$ cat config.mk
export PLATFORM = sky130hd
export DESIGN_NAME = ro_freq_counter
export DESIGN_NICKNAME = d
export VERILOG_FILES = /design/src/rtl/ro_meas_pkg.sv /design/src/rtl/ro_sync_edge.sv /design/src/rtl/ro_freq_counter.sv
export SDC_FILE = /design/constraint.sdc
export NUM_CORES = 1
export LEC_CHECK = 0
export CAP_MARGIN = 10
export CELL_PAD_IN_SITES_DETAIL_PLACEMENT = 1
export CELL_PAD_IN_SITES_GLOBAL_PLACEMENT = 2
export CORE_MARGIN = 2
export CORE_UTILIZATION = 39
export CTS_CLUSTER_DIAMETER = 150
export DETAILED_ROUTE_END_ITERATION = 10
export PLACE_DENSITY = 0.92
export REMOVE_ABC_BUFFERS = 1
export SYNTH_ARGS = -nofsm -noshare
export SYNTH_HDL_FRONTEND = slang
export SYNTH_SLANG_ARGS = --single-unit
$ cat constraint.sdc
create_clock -name clk -period 3.5 [get_ports clk]
set_clock_uncertainty 0.1 [all_clocks]
set_input_delay 0.7 -clock clk [delete_from_list [all_inputs] [get_ports clk]]
set_output_delay 0.7 -clock clk [all_outputs]
set_load 0.02 [all_outputs]
$ cat src/rtl/ro_meas_pkg.sv
// Shared types and constants for the ring-oscillator measurement blocks.
package ro_meas_pkg;

  typedef enum logic [1:0] {
    StIdle,
    StArm,
    StGate,
    StDone
  } ro_state_e;

  localparam int unsigned AVG_WINDOWS = 4;

  // Gate counter width; GATE_CYCLES >= 2 keeps this at least 1.
  function automatic int unsigned gate_cnt_w(input int unsigned gate_cycles);
    return $clog2(gate_cycles);
  endfunction

endpackage

$ cat src/rtl/ro_sync_edge.sv
// Multi-flop synchronizer for an asynchronous input plus rising-edge detector.
module ro_sync_edge #(
  parameter int unsigned SYNC_STAGES = 2
) (
  input  logic clk,
  input  logic rst_n,
  input  logic async_in,
  output logic edge_out
);

  logic [SYNC_STAGES-1:0] sync_q;
  logic                   hist_q;

  always_ff @(posedge clk or negedge rst_n) begin
    if (!rst_n) begin
      sync_q <= '0;
      hist_q <= 1'b0;
    end else begin
      sync_q <= {sync_q[SYNC_STAGES-2:0], async_in};
      hist_q <= sync_q[SYNC_STAGES-1];
    end
  end

  assign edge_out = sync_q[SYNC_STAGES-1] & ~hist_q;

endmodule

$ cat src/rtl/ro_freq_counter.sv
// Counts rising edges of the divided ring oscillator over a fixed gate window.
// Define RO_FREQ_AVG_EN to average four consecutive windows per measurement.
module ro_freq_counter
  import ro_meas_pkg::*;
#(
  parameter int unsigned GATE_CYCLES = 1024,
  parameter int unsigned CNT_W       = 16,
  parameter int unsigned SYNC_STAGES = 2
) (
  input  logic             clk,
  input  logic             rst_n,
  input  logic             ro_in,
  input  logic             start,
  output logic             busy,
  output logic [CNT_W-1:0] count,
  output logic             ovf,
  output logic             valid
);

  localparam int unsigned GCW = gate_cnt_w(GATE_CYCLES);
`ifdef RO_FREQ_AVG_EN
  localparam int unsigned ACC_W = CNT_W + 2;
`else
  localparam int unsigned ACC_W = CNT_W;
`endif
  localparam logic [GCW-1:0] GateLast = GCW'(GATE_CYCLES - 1);

  ro_state_e        state_q, state_d;
  logic [GCW-1:0]   gate_q, gate_d;
  logic [ACC_W-1:0] acc_q, acc_d;
  logic             sat_q, sat_d;
  logic [CNT_W-1:0] count_q, count_d;
  logic             ovf_q, ovf_d;
  logic             ro_edge;
  logic             gate_last;
  logic             win_last;

  ro_sync_edge #(
    .SYNC_STAGES(SYNC_STAGES)
  ) u_sync_edge (
    .clk     (clk),
    .rst_n   (rst_n),
    .async_in(ro_in),
    .edge_out(ro_edge)
  );

  assign gate_last = (gate_q == GateLast);

`ifdef RO_FREQ_AVG_EN
  logic [1:0] win_q, win_d;
  assign win_last = (win_q == 2'(AVG_WINDOWS - 1));
`else
  assign win_last = 1'b1;
`endif

  always_ff @(posedge clk or negedge rst_n) begin
    if (!rst_n) begin
      state_q <= StIdle;
      gate_q  <= '0;
      acc_q   <= '0;
      sat_q   <= 1'b0;
      count_q <= '0;
      ovf_q   <= 1'b0;
`ifdef RO_FREQ_AVG_EN
      win_q   <= '0;
`endif
    end else begin
      state_q <= state_d;
      gate_q  <= gate_d;
      acc_q   <= acc_d;
      sat_q   <= sat_d;
      count_q <= count_d;
      ovf_q   <= ovf_d;
`ifdef RO_FREQ_AVG_EN
      win_q   <= win_d;
`endif
    end
  end

  always_comb begin
    state_d = state_q;
    unique case (state_q)
      StIdle:  if (start) state_d = StArm;
      StArm:   state_d = StGate;
      StGate:  if (gate_last && win_last) state_d = StDone;
      StDone:  state_d = StIdle;
      default: state_d = StIdle;
    endcase
  end

  always_comb begin
    gate_d  = gate_q;
    acc_d   = acc_q;
    sat_d   = sat_q;
    count_d = count_q;
    ovf_d   = ovf_q;
`ifdef RO_FREQ_AVG_EN
    win_d   = win_q;
`endif
    if (state_q == StArm) begin
      gate_d = '0;
      acc_d  = '0;
      sat_d  = 1'b0;
`ifdef RO_FREQ_AVG_EN
      win_d  = '0;
`endif
    end else if (state_q == StGate) begin
      gate_d = gate_last ? '0 : gate_q + GCW'(1);
      // Saturate rather than wrap; an edge lost to saturation flags overflow.
      if (ro_edge) begin
        if (&acc_q) sat_d = 1'b1;
        else        acc_d = acc_q + ACC_W'(1);
      end
`ifdef RO_FREQ_AVG_EN
      if (gate_last) win_d = win_q + 2'd1;
`endif
      if (gate_last && win_last) begin
`ifdef RO_FREQ_AVG_EN
        count_d = acc_d[ACC_W-1:2];
`else
        count_d = acc_d;
`endif
        ovf_d = sat_d;
      end
    end
  end

  always_comb begin
    busy  = (state_q != StIdle);
    valid = (state_q == StDone);
    count = count_q;
    ovf   = ovf_q;
  end

endmodule
# After elaboration in Yosys (flattened, before gate mapping)
# Index checks and enable logic that the tools add are counted.
[classes]
n_addsub = 2
n_eq_ne = 6
muxes = 14
bitwise_logic = 3
n_reduce_logical = 6
[op_table]
columns = ["operator", "count"]
rows = [
  ["$mux 16", 4],
  ["$mux 10", 3],
  ["$add 16x1->16 const B", 1],
  ["$reduce_and 16->1", 1],
  ["$add 10x1->10 const B", 1],
  ["$eq 10x10->1 const B", 1],
  ["$pmux 2 s4", 1],
  ["$eq 2x2->1 const B", 2],
  ["$mux 1", 4],
  ["$mux 2", 2],
  ["$ne 2x2->1 const B", 2],
  ["$reduce_bool 2->1", 2],
  ["$reduce_and 3->1", 1],
  ["$eq 2x1->1 const B", 1],
  ["$logic_not 2->1", 1],
  ["$not 1->1", 2],
  ["$reduce_and 2->1", 1],
  ["$and 1x1->1", 1],
]
[totals]
regBits = 49
in_bits = 4
output_inout_bits = 19
word_cells = 39

# Logic depth before layout (Yosys ltp)
# Gate-level depths: netlist (run 1).
[logic_depth]
ltp_word = 5
depth_mapped = 8
ltp_nobuf = 7

# Hierarchy
# Synthesis (run 1) repeated with hierarchy kept, for this count alone.
[hier_totals]
hier_cells = 304
hier_area_um2 = 2762.6
[by_module_without_submodules]
columns = ["mod", "instances", "cells_each", "area_per_inst_um2", "seq_area_each_um2"]
rows = [
  ["ro_freq_counter", 1, 300, 2673.8, 1151.1],
  ["ro_sync_edge", 1, 4, 88.8, 75.1],
]

# Least setup slack after synthesis (run 1)
# Ideal clock, no wire load.
[synth_timing]
kind = "register -> register"
startpoint = "register acc_q[0]"
endpoint = "register count_q[2], in the netlist count[2]"
setup_ps = 64
arrival_time_ps = 1825
t_required_ps = 3336
path_slack_ps = 1511
stages_incl_launch_ff = 7
n_path_buf = 0
period_less_slack_ps = 1989
path_cell_list = "dfrtp_1 ha_1 nand4_2 or4_4 and3_4 a211oi_2 a21o_1"
[synth_between]
elab_chain_cells = 3
elab_cells_between_ends = 4
cone_classes = "1 x add/sub; 2 x mux; 1 x reduce/logical"
[synth_lines]
columns = ["item", "line", "rtl"]
rows = [
  ["from (decl)", "ro_freq_counter.sv:30", "logic [ACC_W-1:0] acc_q, acc_d;"],
  ["from (signal assigned)", "ro_freq_counter.sv:60", "acc_q <= '0;"],
  ["from (signal assigned)", "ro_freq_counter.sv:70", "acc_q <= acc_d;"],
  ["$add 16x1->16 or $reduce_and 16->1 (tied branches)", "ro_freq_counter.sv:112, ro_freq_counter.sv:111", ""],
  ["$mux 16 *", "ro_freq_counter.sv:111", "if (&acc_q) sat_d = 1'b1;"],
  ["$mux 16 *", "ro_freq_counter.sv:110", "if (ro_edge) begin"],
  ["to (signal assigned)", "ro_freq_counter.sv:72", "count_q <= count_d;"],
  ["to (decl)", "ro_freq_counter.sv:32", "logic [CNT_W-1:0] count_q, count_d;"],
]
# Every way passes the cells marked *; elsewhere a longest branch is shown, timed or not.
# A chain may end at the register's enable or synchronous reset.

# Worst setup path in the final report (run 1)
[layout_timing]
startpoint = "register acc_q[7]"
endpoint = "register acc_q[0]"
[layout_between]
elab_chain_cells = 5
[layout_lines]
columns = ["item", "line", "rtl"]
rows = [
  ["$reduce_and 16->1", "ro_freq_counter.sv:111", ""],
  ["$mux 16", "ro_freq_counter.sv:111", ""],
  ["$mux 16", "ro_freq_counter.sv:110", ""],
  ["$mux 16", "ro_freq_counter.sv:107", "end else if (state_q == StGate) begin"],
  ["$mux 16", "ro_freq_counter.sv:100", "if (state_q == StArm) begin"],
]
# No other way between the ends. The select of a mux whose other input is x is not followed.

==> results of run 1 <==
==> Yosys cell counts, drive strengths merged, types with 8 or more instances <==
| library cell | instances |
|---|---|
| clkbuf | 12 |
| xnor2 | 10 |
| inv | 8 |
| a21oi | 18 |
| nor3 | 8 |
| nand3 | 12 |
| nand2 | 32 |
| o21ai | 28 |
| nand4 | 9 |
| nor2 | 25 |
| nor4 | 8 |
| dfrtp | 49 |
==> final timing paths <==
kind,startpoint,endpoint,slack [ns]
worst max-delay path,acc_q[7]$_DFFE_PN0P_,acc_q[0]$_DFFE_PN0P_,0.97
min in group asynchronous,rst_n,acc_q[4]$_DFFE_PN0P_,0.31
worst min register to register,u_sync_edge.sync_q[0]$_DFF_PN0_,u_sync_edge.sync_q[1]$_DFF_PN0_,0.27
worst min-delay path,u_sync_edge.sync_q[0]$_DFF_PN0_,u_sync_edge.sync_q[1]$_DFF_PN0_,0.27
worst max register to register,acc_q[7]$_DFFE_PN0P_,acc_q[0]$_DFFE_PN0P_,0.97
max in group asynchronous,rst_n,acc_q[13]$_DFFE_PN0P_,2.27
==> worst max-delay path, stage by stage (launching register included) <==
cell and delay (ns):
dfrtp_1 0.46, nand4_1 0.56, nor4_2 0.70, nor2_1 0.21, o21ai_0 0.27, a22o_1 0.18
==> cell families after synthesis <==
group | count (synthesis) | synth area share, %
buffers and inverters | 25 | 4.06
and+or+nand+nor | 112 | 22.9
AOI/OAI and AO/OA | 76 | 17.9
DFF | 49 | 46.3
muxes | 5 | 1.94
xor gates and xnor gates | 11 | 3.64
adders and majority gates | 7 | 3.31
==> per-stage QoR <==
stage          instance area [um^2]  power (mW)  worst slack (ns)
4_1_cts                        3030        1.79             0.991
3_5_place_dp                   2910        1.36              1.04
6_report                       3030        1.77             0.975
2_1_floorplan                  2570        1.09              1.30
3_3_place_gp                   2910        1.35              1.10
5_1_grt                        3030        1.89             0.720
==> per-layer routing <==
| metal | routed length, um | share of wire (%) | global-route usage [%] |
|---|---|---|---|
| met5 | 0 | 0 | 0 |
| met4 | 62 | 0.99 | 3.84 |
| met3 | 133 | 2.1 | 3.43 |
| met2 | 3060 | 49 | 32.1 |
| met1 | 2980 | 48 | 24.0 |
==> layout make-up <==
type	instances	area [um^2]	share of cell area, %
inverters	8	30.0	0.991
well taps	80	100	3.30
clock inverters	2	37.5	1.24
clock buffers	6	82.6	2.73
repair buffers	25	238	7.85
flip-flops and latches	49	1230	40.5
multi-input cells	211	1320	43.4
==> registers in the layout, indices dropped and copies added (netlist names) <==
name / cells
count: 16
gate_q: 10
state_q: 2
sat_q: 1
acc_q: 16
u_sync_edge.hist_q: 1
u_sync_edge.sync_q: 2
ovf: 1
==> where the power goes <==
part / total [mW] / switching [mW] / internal (mW) / leakage, nW
combinational: 0.665 / 0.447 / 0.219 / 0.543
clock: 0.431 / 0.198 / 0.233 / 0.0574
sequential: 0.671 / 0.0578 / 0.614 / 0.667
total: 1.77 / 0.702 / 1.07 / 1.27
==> run_results.csv, run 1 <==
group,metric,value,unit
run_status,status,"finished, final reports clean",
clock_network,numCtsBuffers,5,
clock_network,ctsResizeCount,0,
floorplanning,start_util,39.6,%
timing,final.min_clock_period,2.53,ns
cells_and_area,fin_cells,381,
cells_and_area,layout_common_cells,"dfrtp_1, nand2_1, o21ai_0",
worst_setup_path,start_kind,"flop",
global_route,grt_pass1_vias,2318,
routing,wl_per_cell,16.4,um
timing,rsz0062_at_grt,"no",
cells_and_area,final_layout_size_suffix_gt1_share,8.31,%
synthesis,netlist_top_cells_area,"dfrtp_1, o21ai_0, nand2_1, nor2_1, a21oi_1",
global_route,antenna_found_initial,0,
timing,period_share,72.1,%
worst_setup_path,r2r_cells,5,
cells_and_area,nNetsFinal,311,
hold_path,whs_path_depth,0,
synthesis,postSynthAreaPerCell,9.29,um^2
global_route,grt_max_degree,29,
synthesis,netlist_instances,285,
timing,finalSetupViolCount,0,
routing,drt_first_pass_iters,4,
global_route,grt_use_total,18.5,%
routing,wl,6230,um
worst_setup_path,cp_max_fo,12,
timing,tns,0,ns
cells_and_area,syn_to_final_growth,14.4,%
floorplanning,die-area,7470,um^2
worst_setup_path,endpoint_kind,"flop",
global_route,grt_overflow,0,
timing,worst_slew_pin_slew,0.805,ns
synthesis,synth.distinct_cells,50,
synthesis,synth_edf_count,0,
placed_design,numPortBuffers,22,
floorplanning,pin_count,23,
cells_and_area,fin_util,45.3,%
routing,drc,0,
cells_and_area,n_antenna_cell,0,
synthesis,synth_area_leader_cell,"dfrtp_1",
synthesis,synth.top_cell.area_share,46.3,%
routing,num_vias,2195,
floorplanning,die_h,86.4,um
floorplanning,core-area,6680,um^2
clock_network,htreeDepth,2,
hold_path,hp-class,"flop to flop",
timing,hold_viol,0,
clock_network,cts_tree,"yes",
clock_network,cts_hold_buffers,0,
clock_network,clkTransAtPathRegs,0.10,ns
timing,holdWs,0.268,ns
worst_setup_path,cp_data_required_time,3.65,ns
routing,postRouteAntennaNets,0,
clock_network,post-cts-setup-buffers,0,
timing,max_clock_freq,0.396,GHz
global_route,grt_pass1_wl,11100,um
synthesis,synth-async-reset-ratio,100,%
pwr,peakVddDrop,581,uV
synthesis,syn_area,2650,um^2
clock_network,cts-root-buf,"clkbuf_8",
timing,slew_viol_final,0,
cells_and_area,final_common_cell,"dfrtp_1",
placed_design,dp.cells,373,
floorplanning,rows,30,
clock_network,clk_latency,0.31,ns
worst_setup_path,arrival,2.68,ns
synthesis,yosysSeqAreaShare,46.3,%
routing,drt_iter0_markers,124,
flow_run,drv_cap,0,
worst_setup_path,critPathKind,"flop to flop",
clock_network,clockBufferDepth,2,
synthesis,synth-seq-cells,49,
floorplanning,chipWidth,86.4,um
pwr,power_density,583,nW/um^2
pwr,leakagePower,1.27,nW
synthesis,ys.warnings.count,0,
cells_and_area,n_fill_cell,788,
timing,relSlewSlack,46.2,%
placed_design,place_hpwl,4530,um
synthesis,synthFlopType,"dfrtp_1",
routing,routed_via_density,5.76,
clock_network,clock_sinks,49,
placed_design,gp_congestion,0.853,
(Power assumes the default switching activity.)
==> run 2, diff against run 1 <==
Settings changed: CORE_UTILIZATION 39 to 33, PLACE_DENSITY 0.92 to 0.84.
Clock period 3.5 ns to 2.3 ns, I/O delays scaled along.
==> run 2 against run 1 <==
Effect of this change: die area is 17% higher; sequential share of layout area down 1.3 points; worst hold slack worse by 0.26 ns; clock power increased by 27%; largest cell class unchanged; fmax rose by 17%; sequential cell count unchanged; sequential power up 52%; highest routed layer unchanged; critical endpoint is now acc_q[14]$_DFFE_PN0P_; combinational power rose by 64%; total power up 51%; register-to-register slack got worse by 0.83 ns.
==> run_results.csv, run 2 (synthesized netlist as in run 1, its figures left out) <==
group,metric,value,unit
run_status,status,"finished, final reports clean",
clock_network,clk_latency,0.31,ns
clock_network,htreeDepth,2,
pwr,power_density,850,nW/um^2
floorplanning,die_h,93.6,um
routing,drc,0,
worst_setup_path,rr_endpoint,"acc_q[14]$_DFFE_PN0P_",
timing,worst_slew_pin_slew,0.614,ns
floorplanning,chipWidth,93.6,um
cells_and_area,nNetsFinal,322,
worst_setup_path,critPathMaxStageDelay,0.44,ns
clock_network,post-cts-setup-buffers,0,
floorplanning,core-area,7770,um^2
floorplanning,pin_count,23,
global_route,antenna_found_initial,0,
worst_setup_path,reg2reg_slack,0.15,ns
worst_setup_path,r2r_cells,7,
timing,holdWs,0.0125,ns
clock_network,clkTransAtPathRegs,0.09,ns
cells_and_area,final_layout_size_suffix_gt1_share,11.5,%
cells_and_area,multi_input_comb_area,1320,um^2
hold_path,hp-class,"input port to async pin",
placed_design,numPortBuffers,22,
clock_network,cts-root-buf,"clkbuf_8",
clock_network,cts_hold_buffers,0,
timing,rsz0062_at_grt,"no",
routing,drt_first_pass_iters,4,
timing,final.min_clock_period,2.15,ns
global_route,grt_pass1_vias,2220,
clock_network,cts_tree,"yes",
routing,wl_per_cell,16.2,um
worst_setup_path,cp_data_required_time,2.40,ns
timing,max_clock_freq,0.465,GHz
global_route,grt_pass1_wl,11400,um
pwr,total_power,2.66,mW
timing,period_share,93.5,%
placed_design,placed_area,3030,um^2
cells_and_area,layout_common_cells,"dfrtp_1, nand2_1, o21ai_0, nor2_1, clkdlybuf4s50_1",
clock_network,clockBufferDepth,2,
placed_design,place_hpwl,4900,um
cells_and_area,final_common_cell,"dfrtp_1",
cells_and_area,n_antenna_cell,0,
clock_network,numCtsBuffers,5,
global_route,grt_use_total,16.7,%
routing,num_vias,2218,
routing,routed_via_density,5.36,
timing,tns,0,ns
cells_and_area,syn_to_final_growth,18.2,%
timing,hold_viol,0,
pwr,leakagePower,1.32,nW
worst_setup_path,r2r-start,"acc_q[0]$_DFFE_PN0P_",
routing,drt_iter0_markers,58,
worst_setup_path,cp_slowest_cell,"dfrtp_1",
cells_and_area,fin_area,3130,um^2
worst_setup_path,cp_max_fo,5,
worst_setup_path,critPathKind,"flop to flop",
placed_design,gp_congestion,0.810,
pwr,peakVddDrop,617,uV
cells_and_area,seq_area,1230,um^2
routing,postRouteAntennaNets,0,
floorplanning,start_util,34.1,%
worst_setup_path,worstPathCellList,"ha_1, and4_1, nand3_1, buf_4, nor4_1, a21oi_1, a311oi_1",
flow_run,drv_cap,0,
global_route,grt_overflow,0,
clock_network,clock_sinks,49,
global_route,grt_max_degree,30,
worst_setup_path,start_kind,"flop",
worst_setup_path,endpoint_kind,"flop",
worst_setup_path,arrival,2.25,ns
timing,slew_viol_final,0,
timing,relSlewSlack,58.7,%
cells_and_area,n_fill_cell,922,
floorplanning,die-area,8760,um^2
routing,wl,6690,um
timing,finalSetupViolCount,0,
floorplanning,rows,32,
run 2: cell count changes in the layout (fill, tap and decap cells not counted), sizes merged:
cell / delta
clkinv: +2
bufinv: -1
buf: +11
clkinvlp: -1
dlymetal6s2s: +1
clkdlybuf4s50: -1
run 2: how the worst max path moves through the flow:
stage	from	end	slack (ns)	depth (start not counted)
2_1_floorplan	acc_q[7]$_DFFE_PN0P_	count[2]$_DFFE_PN0P_	0.1	5
6_report	acc_q[0]$_DFFE_PN0P_	acc_q[14]$_DFFE_PN0P_	0.15	7
5_1_grt	acc_q[0]$_DFFE_PN0P_	acc_q[14]$_DFFE_PN0P_	0.001	7
3_3_place_gp	acc_q[0]$_DFFE_PN0P_	count[2]$_DFFE_PN0P_	0.24	6
3_5_place_dp	acc_q[0]$_DFFE_PN0P_	acc_q[0]$_DFFE_PN0P_	0.15	7
4_1_cts	state_q[0]$_DFFE_PN0P_	busy	0.04	4
run 2: final cells by class:
type                    instances  area share [%]
clock buffers                   6            2.64
multi-input cells             211            42.0
inverters                       8           0.959
well taps                     102            4.08
flip-flops and latches         49            39.2
repair buffers                 36            10.7
clock inverters                 2           0.440
run 2: worst max-delay path: cells and delay by family (launching register included):
kind	cells	cell delay, ns
AOI/OAI and AO/OA	2	0.37
adders and majority gates	1	0.27
DFF	1	0.44
and+or+nand+nor	3	0.70
buffers and inverters	1	0.18
run 2: through the flow:
step	utilization [%]	std cells	setup WS (ns)
2_1_floorplan	-	268	0.0983
3_3_place_gp	39.0	406	0.242
3_5_place_dp	39.0	406	0.147
4_1_cts	40.3	414	0.0407
5_1_grt	40.3	414	0.00113
6_report	40.3	414	0.149
run 2: repair_timing:
item | in CTS | in global routing
hold endpoints to repair | 0 | 0
resized for setup | 0 | 2
endpoints found under the setup margin | 0 | 2
run 2: power breakdown:
part / internal (mW) / switching [mW]
Combinational: 0.365 / 0.727
Sequential: 0.934 / 0.0851
Clock: 0.245 / 0.305
Total: 1.54 / 1.12
run 2: metal layers:
layer	wire length, um	track usage (%)	share of wire [%]
met2	3350	29.0	50
met3	170	2.98	2.5
met1	3100	21.6	46
met4	70	3.99	1.0
met5	0	0	0
